<file path="config.mk">
export PLATFORM = sky130hd
export DESIGN_NAME = acc_offload_responder
export DESIGN_NICKNAME = d
export VERILOG_FILES = /design/src/rtl/acc_pkg.sv /design/src/rtl/acc_req_fifo.sv /design/src/rtl/acc_offload_responder.sv
export SDC_FILE = /design/constraint.sdc
export NUM_CORES = 1
export LEC_CHECK = 0
export ABC_AREA = 1
export BUFFER_PORTS_ARGS = -buffer_cell sky130_fd_sc_hd__buf_2
export CAP_MARGIN = 20
export CORE_ASPECT_RATIO = 1.75
export CORE_UTILIZATION = 55
export DETAILED_ROUTE_END_ITERATION = 6
export PLACE_DENSITY = 0.76
export SLEW_MARGIN = 20
export SYNTH_ARGS = -nofsm -noshare
export SYNTH_HDL_FRONTEND = slang
export SYNTH_SLANG_ARGS = --single-unit
</file>
<file path="constraint.sdc">
create_clock -name clk_i -period 8.1 [get_ports clk_i]
set_input_delay 0.81 -clock clk_i [delete_from_list [all_inputs] [get_ports clk_i]]
set_output_delay 0.81 -clock clk_i [all_outputs]
set_load 0.1 [all_outputs]
</file>
<file path="src/rtl/acc_pkg.sv">
// rtl/acc_pkg.sv - shared types and helpers for the accelerator offload responder.
package acc_pkg;

  localparam int unsigned InstrWidth = 32;
  localparam int unsigned RegWidth   = 5;

  typedef enum logic [1:0] {
    IDLE  = 2'd0,
    ISSUE = 2'd1,
    WAIT  = 2'd2,
    RESP  = 2'd3
  } acc_rsp_state_e;

  // Writeback class 2'b00 marks a fire-and-forget instruction with no response.
  function automatic logic needs_resp(input logic [1:0] writeback);
    return writeback != 2'b00;
  endfunction

endpackage

</file>
<file path="src/rtl/acc_req_fifo.sv">
// rtl/acc_req_fifo.sv - synchronous request FIFO with full/empty/count status.
module acc_req_fifo #(
  parameter int unsigned Width = 8,
  parameter int unsigned Depth = 4
) (
  input  logic                     clk_i,
  input  logic                     rst_ni,
  input  logic                     push_i,
  input  logic [Width-1:0]         data_i,
  input  logic                     pop_i,
  output logic [Width-1:0]         data_o,
  output logic                     full_o,
  output logic                     empty_o,
  output logic [$clog2(Depth):0]   count_o
);

  localparam int unsigned PtrW = $clog2(Depth);
  localparam logic [PtrW:0] DepthCnt = (PtrW+1)'(Depth);

  logic [Width-1:0] mem_q [Depth];
  logic [PtrW-1:0]  wptr_q, wptr_d;
  logic [PtrW-1:0]  rptr_q, rptr_d;
  logic [PtrW:0]    cnt_q, cnt_d;
  logic             do_push, do_pop;

  assign full_o  = (cnt_q == DepthCnt);
  assign empty_o = (cnt_q == '0);
  assign count_o = cnt_q;
  assign data_o  = mem_q[rptr_q];

  // A full FIFO refuses pushes even when the head is popped in the same cycle.
  assign do_push = push_i & ~full_o;
  assign do_pop  = pop_i & ~empty_o;

  always_comb begin
    wptr_d = wptr_q;
    rptr_d = rptr_q;
    cnt_d  = cnt_q;
    if (do_push) wptr_d = wptr_q + PtrW'(1);
    if (do_pop)  rptr_d = rptr_q + PtrW'(1);
    if (do_push && !do_pop)      cnt_d = cnt_q + (PtrW+1)'(1);
    else if (!do_push && do_pop) cnt_d = cnt_q - (PtrW+1)'(1);
  end

  always_ff @(posedge clk_i) begin
    if (!rst_ni) begin
      wptr_q <= '0;
      rptr_q <= '0;
      cnt_q  <= '0;
    end else begin
      wptr_q <= wptr_d;
      rptr_q <= rptr_d;
      cnt_q  <= cnt_d;
    end
  end

  always_ff @(posedge clk_i) begin
    if (do_push) mem_q[wptr_q] <= data_i;
  end

endmodule

</file>
<file path="src/rtl/acc_offload_responder.sv">
// rtl/acc_offload_responder.sv - offload endpoint: buffers requests, issues them one at a time, returns responses in order.
// Optional datapath watchdog enabled by defining ACC_RESP_TIMEOUT_EN.
module acc_offload_responder
  import acc_pkg::*;
#(
  parameter int unsigned DataWidth     = 32,
  parameter int unsigned NumRs         = 3,
  parameter int unsigned IdWidth       = 5,
  parameter int unsigned FifoDepth     = 4,
  parameter int unsigned TimeoutCycles = 255
) (
  input  logic                       clk_i,
  input  logic                       rst_ni,
  input  logic                       q_valid_i,
  output logic                       q_ready_o,
  input  logic [InstrWidth-1:0]      q_instr_i,
  input  logic [NumRs*DataWidth-1:0] q_rs_i,
  input  logic [RegWidth-1:0]        q_rd_i,
  input  logic [IdWidth-1:0]         q_id_i,
  input  logic [1:0]                 q_writeback_i,
  output logic                       ex_valid_o,
  input  logic                       ex_ready_i,
  output logic [InstrWidth-1:0]      ex_instr_o,
  output logic [NumRs*DataWidth-1:0] ex_rs_o,
  input  logic                       ex_done_i,
  input  logic [DataWidth-1:0]       ex_result_i,
  input  logic                       ex_error_i,
  output logic                       ex_kill_o,
  output logic                       p_valid_o,
  input  logic                       p_ready_i,
  output logic [DataWidth-1:0]       p_data_o,
  output logic [RegWidth-1:0]        p_rd_o,
  output logic [IdWidth-1:0]         p_id_o,
  output logic                       p_error_o,
  output logic                       busy_o
);

  localparam int unsigned RsWidth = NumRs * DataWidth;

  if (FifoDepth < 2 || (FifoDepth & (FifoDepth - 1)) != 0 || TimeoutCycles == 0) begin : g_param_check
    $error("acc_offload_responder: FifoDepth must be a power of two >= 2 and TimeoutCycles > 0");
  end

  typedef struct packed {
    logic [InstrWidth-1:0] instr;
    logic [RsWidth-1:0]    rs;
    logic [RegWidth-1:0]   rd;
    logic [IdWidth-1:0]    id;
    logic [1:0]            writeback;
  } acc_offl_req_t;

  typedef struct packed {
    logic [DataWidth-1:0] data;
    logic [RegWidth-1:0]  rd;
    logic [IdWidth-1:0]   id;
    logic                 error;
  } acc_offl_rsp_t;

  acc_rsp_state_e state_q, state_d;
  acc_offl_req_t  req_q, req_d;
  acc_offl_rsp_t  rsp_q, rsp_d;
  acc_offl_req_t  fifo_wdata, fifo_head;
  logic           fifo_push, fifo_pop, fifo_full, fifo_empty;
  logic [$clog2(FifoDepth):0] fifo_count;
  logic           done_capture;

  assign fifo_wdata = '{instr: q_instr_i, rs: q_rs_i, rd: q_rd_i, id: q_id_i, writeback: q_writeback_i};
  assign q_ready_o  = ~fifo_full;
  assign fifo_push  = q_valid_i & q_ready_o;

  acc_req_fifo #(
    .Width ($bits(acc_offl_req_t)),
    .Depth (FifoDepth)
  ) u_req_fifo (
    .clk_i   (clk_i),
    .rst_ni  (rst_ni),
    .push_i  (fifo_push),
    .data_i  (fifo_wdata),
    .pop_i   (fifo_pop),
    .data_o  (fifo_head),
    .full_o  (fifo_full),
    .empty_o (fifo_empty),
    .count_o (fifo_count)
  );

`ifdef ACC_RESP_TIMEOUT_EN
  localparam int unsigned CntW = $clog2(TimeoutCycles + 1);
  localparam logic [CntW-1:0] CntLast = CntW'(TimeoutCycles - 1);
  logic [CntW-1:0] cnt_q, cnt_d;
  logic            kill_q, kill_d;
`endif

  always_comb begin
    state_d      = state_q;
    req_d        = req_q;
    rsp_d        = rsp_q;
    fifo_pop     = 1'b0;
    ex_valid_o   = 1'b0;
    p_valid_o    = 1'b0;
    done_capture = 1'b0;
`ifdef ACC_RESP_TIMEOUT_EN
    cnt_d        = cnt_q;
    kill_d       = 1'b0;
`endif
    case (state_q)
      IDLE: begin
        if (!fifo_empty) begin
          fifo_pop = 1'b1;
          req_d    = fifo_head;
          state_d  = ISSUE;
        end
      end
      ISSUE: begin
        ex_valid_o = 1'b1;
        if (ex_ready_i) begin
          if (ex_done_i) begin
            done_capture = 1'b1;
          end else begin
            state_d = WAIT;
`ifdef ACC_RESP_TIMEOUT_EN
            cnt_d   = '0;
`endif
          end
        end
      end
      WAIT: begin
        if (ex_done_i) begin
          done_capture = 1'b1;
`ifdef ACC_RESP_TIMEOUT_EN
        end else if (cnt_q == CntLast) begin
          // Watchdog expiry: abort the datapath and report an error result.
          kill_d  = 1'b1;
          rsp_d   = '{data: '0, rd: req_q.rd, id: req_q.id, error: 1'b1};
          state_d = needs_resp(req_q.writeback) ? RESP : IDLE;
        end else begin
          cnt_d = cnt_q + CntW'(1);
`endif
        end
      end
      RESP: begin
        p_valid_o = 1'b1;
        if (p_ready_i) state_d = IDLE;
      end
      default: state_d = IDLE;
    endcase

    if (done_capture) begin
      rsp_d   = '{data: ex_result_i, rd: req_q.rd, id: req_q.id, error: ex_error_i};
      state_d = needs_resp(req_q.writeback) ? RESP : IDLE;
    end
  end

  always_ff @(posedge clk_i) begin
    if (!rst_ni) begin
      state_q <= IDLE;
      req_q   <= '0;
      rsp_q   <= '0;
    end else begin
      state_q <= state_d;
      req_q   <= req_d;
      rsp_q   <= rsp_d;
    end
  end

`ifdef ACC_RESP_TIMEOUT_EN
  always_ff @(posedge clk_i) begin
    if (!rst_ni) begin
      cnt_q  <= '0;
      kill_q <= 1'b0;
    end else begin
      cnt_q  <= cnt_d;
      kill_q <= kill_d;
    end
  end
  assign ex_kill_o = kill_q;
`else
  assign ex_kill_o = 1'b0;
`endif

  assign ex_instr_o = req_q.instr;
  assign ex_rs_o    = req_q.rs;
  assign p_data_o   = rsp_q.data;
  assign p_rd_o     = rsp_q.rd;
  assign p_id_o     = rsp_q.id;
  assign p_error_o  = rsp_q.error;
  assign busy_o     = (fifo_count != '0) || (state_q != IDLE);

endmodule

</file>
==> results of run 1 <==
[worst min-delay path by stage]
stage | start | end | slack, ps | cells after the start
2_1_floorplan | req_q[6] | p_id_o[4] | 470 | 2
3_3_place_gp | p_data_o[23] | p_data_o[23] | 460 | 2
3_5_place_dp | p_data_o[18] | p_data_o[18] | 470 | 2
4_1_cts | q_rs_i[94] | u_req_fifo.mem_q[0][106] | 380 | 1
5_1_grt | q_rs_i[8] | u_req_fifo.mem_q[3][20] | 410 | 1
6_report | q_rs_i[48] | u_req_fifo.mem_q[3][60] | 430 | 1
[per-stage QoR]
stage                     instances  total power [mW]  area (sq um)
after floorplan                2368             9.036         28400
after global placement         3128             9.443         29570
after detailed placement       3129             9.587         29590
after CTS                      3250             12.73         31780
after global routing           3260             13.22         31800
final                          3266             12.66         31820
[area by class of cell]
class	instances	area [sq um]
flip-flops and latches	752	20670
clock inverters	34	379.1
inverters	22	95.09
clock buffers	87	1813
fillers	3817	18920
repair buffers	378	1977
diodes	16	40.04
well taps	666	833.3
multi-input cells	1311	6013
[report_power, final]
| group | internal (mW) | switching [mW] |
|---|---|---|
| Sequential | 4.75 | 0.278 |
| Clock | 1.79 | 1.35 |
| Combinational | 0.821 | 3.67 |
[metal layers]
metal  share of wire [%]  track usage [%]
met4                 4.2            13.39
met2                  51            42.37
met3                 7.7            5.589
met1                  37            26.80
met5                0.11                0
[state kept, by name, indices dropped and copies added (netlist names), 3 cells and up]
signal / cells
ex_instr_o: 32
ex_rs_o: 96
p_data_o: 32
p_id_o: 5
p_rd_o: 5
req_q: 12
u_req_fifo.count_o: 3
u_req_fifo.mem_q: 560
[cell usage after synthesis]
library cell  number
xor2_1             1
clkbuf_1          75
buf_2             60
a31oi_1          140
fa_1               1
nand3_1            3
nor2_1           655
inv_1             19
conb_1             1
ha_1               9
edfxtp_1         560
nand2_1           21
buf_1              5
nand4_1            1
dfxtp_1          192
o21ai_1           94
clkinv_1           1
buf_6              2
o21ai_0          375
inv_2              2
buf_4            141
a21oi_1            8
nor2_2             1
nor3_1             1
[critical path, cell delays in order, from the launching register on]
cell and delay [ps]:
dfxtp_4 850, buf_4 730, buf_4 770, nor2_1 130, nor2_1 130, o21ai_0 120, a31oi_1 240
[cell families after synthesis]
| group | Yosys count |
|---|---|
| flops | 752 |
| fa+ha+maj | 10 |
| other cells | 1 |
| xor+xnor | 1 |
| compound gates | 617 |
| simple gates | 682 |
| buf+inv | 305 |
[placed cells by master (no fill, tap or decap), types with 2 or more instances in the layout]
cell type   Yosys  layout
buf_2          60     352
nand2_1        21      21
buf_4         141      24
a21oi_1         8       8
inv_6           0       2
nor2_4          0       5
clkinv_1        1       9
clkinv_4        0       3
nand3_1         3       3
clkbuf_1       75      15
clkbuf_16       0      68
clkinv_8        0       3
clkinvlp_4      0       2
edfxtp_1      560     560
nor2_1        655     651
clkbuf_8        0       4
clkinv_2        0      10
inv_1          19      19
ha_1            9       9
o21ai_1        94      94
a31oi_1       140     140
dfxtp_4         0       2
bufinv_16       0       6
diode_2         0      16
o21ai_0       375     375
dfxtp_1       192     190
==> out/results.txt, run 1 <==
Placer Congestion - 0.8259
area fraction of the dominant cell type after synthesis - 59.21%
CTS sink count - 752
Synth area leader - edfxtp_1
Longest Clk Path Bufs - 3
power per cell area - 397.8 nW/um^2
Clock Latency Late Sink - 590 ps
root buffer cell - clkbuf_16
Post-Synth Adder-Cell Area - 0.4670%
Min Hold Slack - 431.8 ps
first-pass GRT wire length - 97.92 mm
register area share after synthesis - 72.74%
Ports - 355
CTS tree - yes
Crit. Startpoint - u_req_fifo.rptr_q[0]
cts hold-fix bufs - 0
Fin Setup TNS - 0 ps
die area - 52590 sq um
Area Growth Syn to Fin - 12.03%
DRC - 0
CP arrival - 3690 ps
core area - 50730 sq um
DR WL/cell - 19.65 microns
routed via count - 18500
clock skew - 22.30 ps
largest net degree at the start of global routing - 215
Initial DRC Count - 1406
layout cells sized above 1 - 18.77%
Nets - 2721
WS Path Type - reg -> reg
setup ws final - 4913 ps
Max Clk Rate - 0.3138 GHz
Synth area leaders - edfxtp_1 59%, dfxtp_1 14%, nor2_1 8.7%, o21ai_0 6.6%, buf_4 3.7%
worst hold path class - in -> reg
detailed placement HPWL - 35.53 mm
CP endpoint - ex_rs_o[47]
initial core utilization - 55.98%
synthesized cell area - 28400 sq um
vias in the first global route - 18480
number of buffers created by CTS - 67
GRT overflow - 0
Worst Tran Pin Value - 1098 ps
post-CTS sizing - 0
die width - 173.8 microns
chip height - 302.6 microns
CP max FO - 73
Synth Area in Simple Gates - 9.048%
Reg2Reg Setup Slack - 4910 ps
min cycle time layout - 3187 ps
Final Util - 62.72%
VDD IR max - 0.3539 mV
CP required - 8600 ps
RR Startpoint - u_req_fifo.rptr_q[0]
CP Launch Type - register
final hold vios - 0
crit end category - register
Post-Syn Nets - 2557
main combinational cell family by area after synthesis - compound AO/OA/AOI/OAI gates
global-route usage over all layers - 24.03%
site row count - 109
mux contribution to synthesized area - 0%
#FFs+latches synth - 752
warnings from Yosys - 0
Avg Cell Area, Syn - 11.99 sq um
post-CTS setup buffer count - 0
CTS clk-pin slew, worst paths - 60 ps
period utilization - 39.34%
status - finished, final reports clean
post-synth cell types - 24
Lkg Pwr - 11.65 nW
I/O Buffers - 353
post-synthesis xor/xnor area fraction - 0.03084%
initial antenna violation count - 17
r2r endpoint - ex_rs_o[47]
DRT Wirelength - 64.17 mm
worst reg2reg path depth - 6
Post-Synthesis Cells - 2368
# H-tree levels - 3
pre-CTS setup slack - 4786 ps
RSZ-0062 raised after global routing - false
number of detailed-route iterations in the first pass - 7
Max-slew headroom - 26.78%
max-slew violations - 0
DR vias/cell - 5.663
Final setup viols - 0
antenna viol nets, final - 0
Max-Cap Viols - 0
compound-gate portion of the synthesized area - 11.49%
Note: power is estimated with default switching activity, not from simulation.
==> inputs of run 2 (changes only) <==
--- a/config.mk
+++ b/config.mk
@@ -5,7 +5,7 @@
 export SDC_FILE = /design/constraint.sdc
 export NUM_CORES = 1
 export LEC_CHECK = 0
-export ABC_AREA = 1
+export ABC_AREA = 0
 export BUFFER_PORTS_ARGS = -buffer_cell sky130_fd_sc_hd__buf_2
 export CAP_MARGIN = 20
 export CORE_ASPECT_RATIO = 1.75
==> constraint.sdc (replaced) <==
create_clock -name clk_i -period 3.26 [get_ports clk_i]
set_input_delay 0.326 -clock clk_i [delete_from_list [all_inputs] [get_ports clk_i]]
set_output_delay 0.326 -clock clk_i [all_outputs]
set_load 0.1 [all_outputs]
==> run 2 against run 1 <==
Net effect: the run now ends with DRC left; core utilization increased by 3.2 points; routed wire length decreased by 6.3%; global-route usage decreased by 1.1 points; via count shrank 16%; hold slack lost 350 ps; critical path type unchanged; largest power group unchanged; highest routed layer unchanged.
==> out/results.txt, run 2 <==
DR WL/cell - 21.14 microns
async set-reset flop share out of synthesis - 0%
CP Launch Type - register
most frequent cells in the layout - 560 x edfxtp_1, 369 x nand2_1, 352 x buf_2
Finished Layout Cells - 2843
CP max FO - 7
Pint - 18.74 mW
worst hold path class - in -> reg
Lkg Pwr - 12.04 nW
switching pwr - 12.51 mW
number of buffers created by CTS - 66
I/O Buffers - 353
Max-slew headroom - 40.72%
global-route usage over all layers - 22.95%
first-pass GRT wire length - 91.76 mm
core area - 51340 sq um
Largest delay share family, worst path - adder cells
number of detailed-route iterations in the first pass - 7
switch share - 40.03%
CTS clk-pin slew, worst paths - 60 ps
site row count - 110
area fraction of the dominant cell type after synthesis - 58.90%
status - finished, violations left
Max-Cap Viols - 0
warnings from Yosys - 0
Post-synth EDFFs - 560
Min Hold Slack - 77.55 ps
root buffer cell - clkbuf_16
crit-path cells - nor2_1 > a21boi_2 > ha_1 > inv_1 > fa_1 > xor2_1 > or3_1 > a21boi_0
post-CTS sizing - 0
clock skew - 25.12 ps
Clock Latency Late Sink - 590 ps
die area - 52860 sq um
CP Buf/Inv Count - 1
most common cell in the netlist - edfxtp_1
Synth area leaders - edfxtp_1 59%, dfxtp_1 13%, mux4_2 11%, nand2_1 4.9%, buf_4 3.6%
initial core utilization - 55.62%
#FFs+latches synth - 752
sequential fraction of design power - 40.1%
largest stage delay on the critical path - 450 ps
DP Area - 30050 sq um
# H-tree levels - 3
Post-Synthesis Cells - 1722
CP arrival - 2970 ps
ys flop type - edfxtp_1
RSZ-0062 raised after global routing - false
Max Clk Rate - 0.4038 GHz
Synth area leader - edfxtp_1
Post-Syn Nets - 1911
CTS tree - yes
worst reg2reg path depth - 8
Initial DRC Count - 1031
final hold vios - 0
most common cell after layout, fill and taps aside - edfxtp_1
post-synth cell types - 35
Largest register FFs - 560
Reg with most FFs - u_req_fifo.mem_q
power per cell area - 923.7 nW/um^2
Ports - 355
crit end category - register
number of stages on the worst setup path - 8
placed cells - 2551
Worst Tran Pin Value - 889.2 ps
hold path cells - 3
CTS sink count - 752
WS Path Type - reg -> reg
routed via count - 15580
DR vias/cell - 5.479
die width - 174.2 microns
register area share after synthesis - 72.36%
Fin Setup TNS - 0 ps
initial antenna violation count - 3
DRC - 2
DRT Wirelength - 60.10 mm
VDD IR max - 0.7757 mV
Avg Cell Area, Syn - 16.58 sq um
Area Growth Syn to Fin - 18.49%
clock power share - 24.0%
Longest Clk Path Bufs - 3
largest net degree at the start of global routing - 142
layout cells sized above 1 - 28.63%
area of all placed cells without fillers - 33830 sq um
slowest CP cell - dfxtp_1
vias in the first global route - 16540
Nets - 2308
antenna viol nets, final - 0
Final setup viols - 0
detailed placement HPWL - 33.43 mm
most instantiated cells after synthesis - 560 x edfxtp_1, 369 x nand2_1, 192 x dfxtp_1
max-slew violations - 0
CP required - 3760 ps
GRT overflow - 0
synthesized cell area - 28550 sq um
min cycle time layout - 2477 ps
chip height - 303.4 microns
post-CTS setup buffer count - 0
period utilization - 75.97%
Placer Congestion - 0.7526
failing checks - DRC
Final Util - 65.90%
combinational power share - 35.9%
run 2: changes by cell type in the layout (fill, tap and decap cells not counted), moves of 89 or more:
cell,delta
nor2_1,-650
a21boi_0,+95
a31oi_1,-138
a21boi_1,+89
nand2_1,+348
o21ai_1,-94
o21ai_0,-371
mux4_2,+140
dlygate4sd3_1,+172
run 2: power groups by stage:
stage | sequential (mW) | combinational [mW] | clock (mW)
6_report | 12.5 | 11.2 | 7.50
5_1_grt | 12.7 | 11.8 | 8.00
4_1_cts | 12.5 | 11.3 | 7.66
3_5_place_dp | 12.7 | 11.1 | 0
3_3_place_gp | 12.6 | 10.9 | 0
2_1_floorplan | 12.6 | 10.1 | 0
run 2: layout make-up:
type	instances	area (sq um)
clock buffer	96	1851
inverter	7	28.78
antenna	2	5.005
sequential	752	20670
tap	672	840.8
multi-input combinational	741	6332
timing repair buffer	551	3902
fill	3416	17510
clock inverter	22	203.9
run 2: repair_timing:
| item | in CTS | in global routing |
|---|---|---|
| endpoints found under the setup margin | 0 | 0 |
| hold buffers | 172 | 0 |
| endpoints found under the hold margin | 592 | 0 |
run 2: path summary, 6_finish.rpt:
kind         slack [ps]             startpoint                     to
min reg2reg         450             ex_rs_o[1]             ex_rs_o[1]
min                  80        ex_result_i[21]           p_data_o[21]
max                 780  u_req_fifo.count_o[0]  u_req_fifo.count_o[2]
max reg2reg         780  u_req_fifo.count_o[0]  u_req_fifo.count_o[2]
run 2: per-stage QoR:
step | power (mW) | setup WS, ps
after floorplan | 22.63 | 274.3
after global placement | 23.56 | 1043
after detailed placement | 23.78 | 807.9
after CTS | 31.46 | 790.2
after global routing | 32.46 | 552.8
final | 31.25 | 783.4
run 2: logic make-up (layout without fill, tap and decap cells):
family                     Yosys count  after routing  synth area share [%]
AOI/OAI and AO/OA                  195            195                 5.101
xor gates and xnor gates             5              5                0.1534
adders and majority gates           10             10                0.4645
buffers and inverters              229            676                 5.517
DFF                                752            752                 72.36
muxes                              142            142                 11.11
other                                1              3               0.01313
and+or+nand+nor                    388            388                 5.276
run 2: per-layer routing:
metal  GRT usage, %  part of all wire (%)  wire, microns  vias up
met5              0                 0.018             11        -
met4          10.05                   3.5           2097        2
met3          4.123                   5.8           3495      149
met2          42.05                    53          32120      565
met1          26.17                    37          22370     7837
li1               -                     -              -     7023
run 2: worst reg2reg max path: cells and delay by family, from the launching register on:
family	cells	cell delay (ps)
buf+inv	1	80
flops	1	450
simple gates	2	430
fa+ha+maj	2	680
xor+xnor	1	190
compound gates	2	560
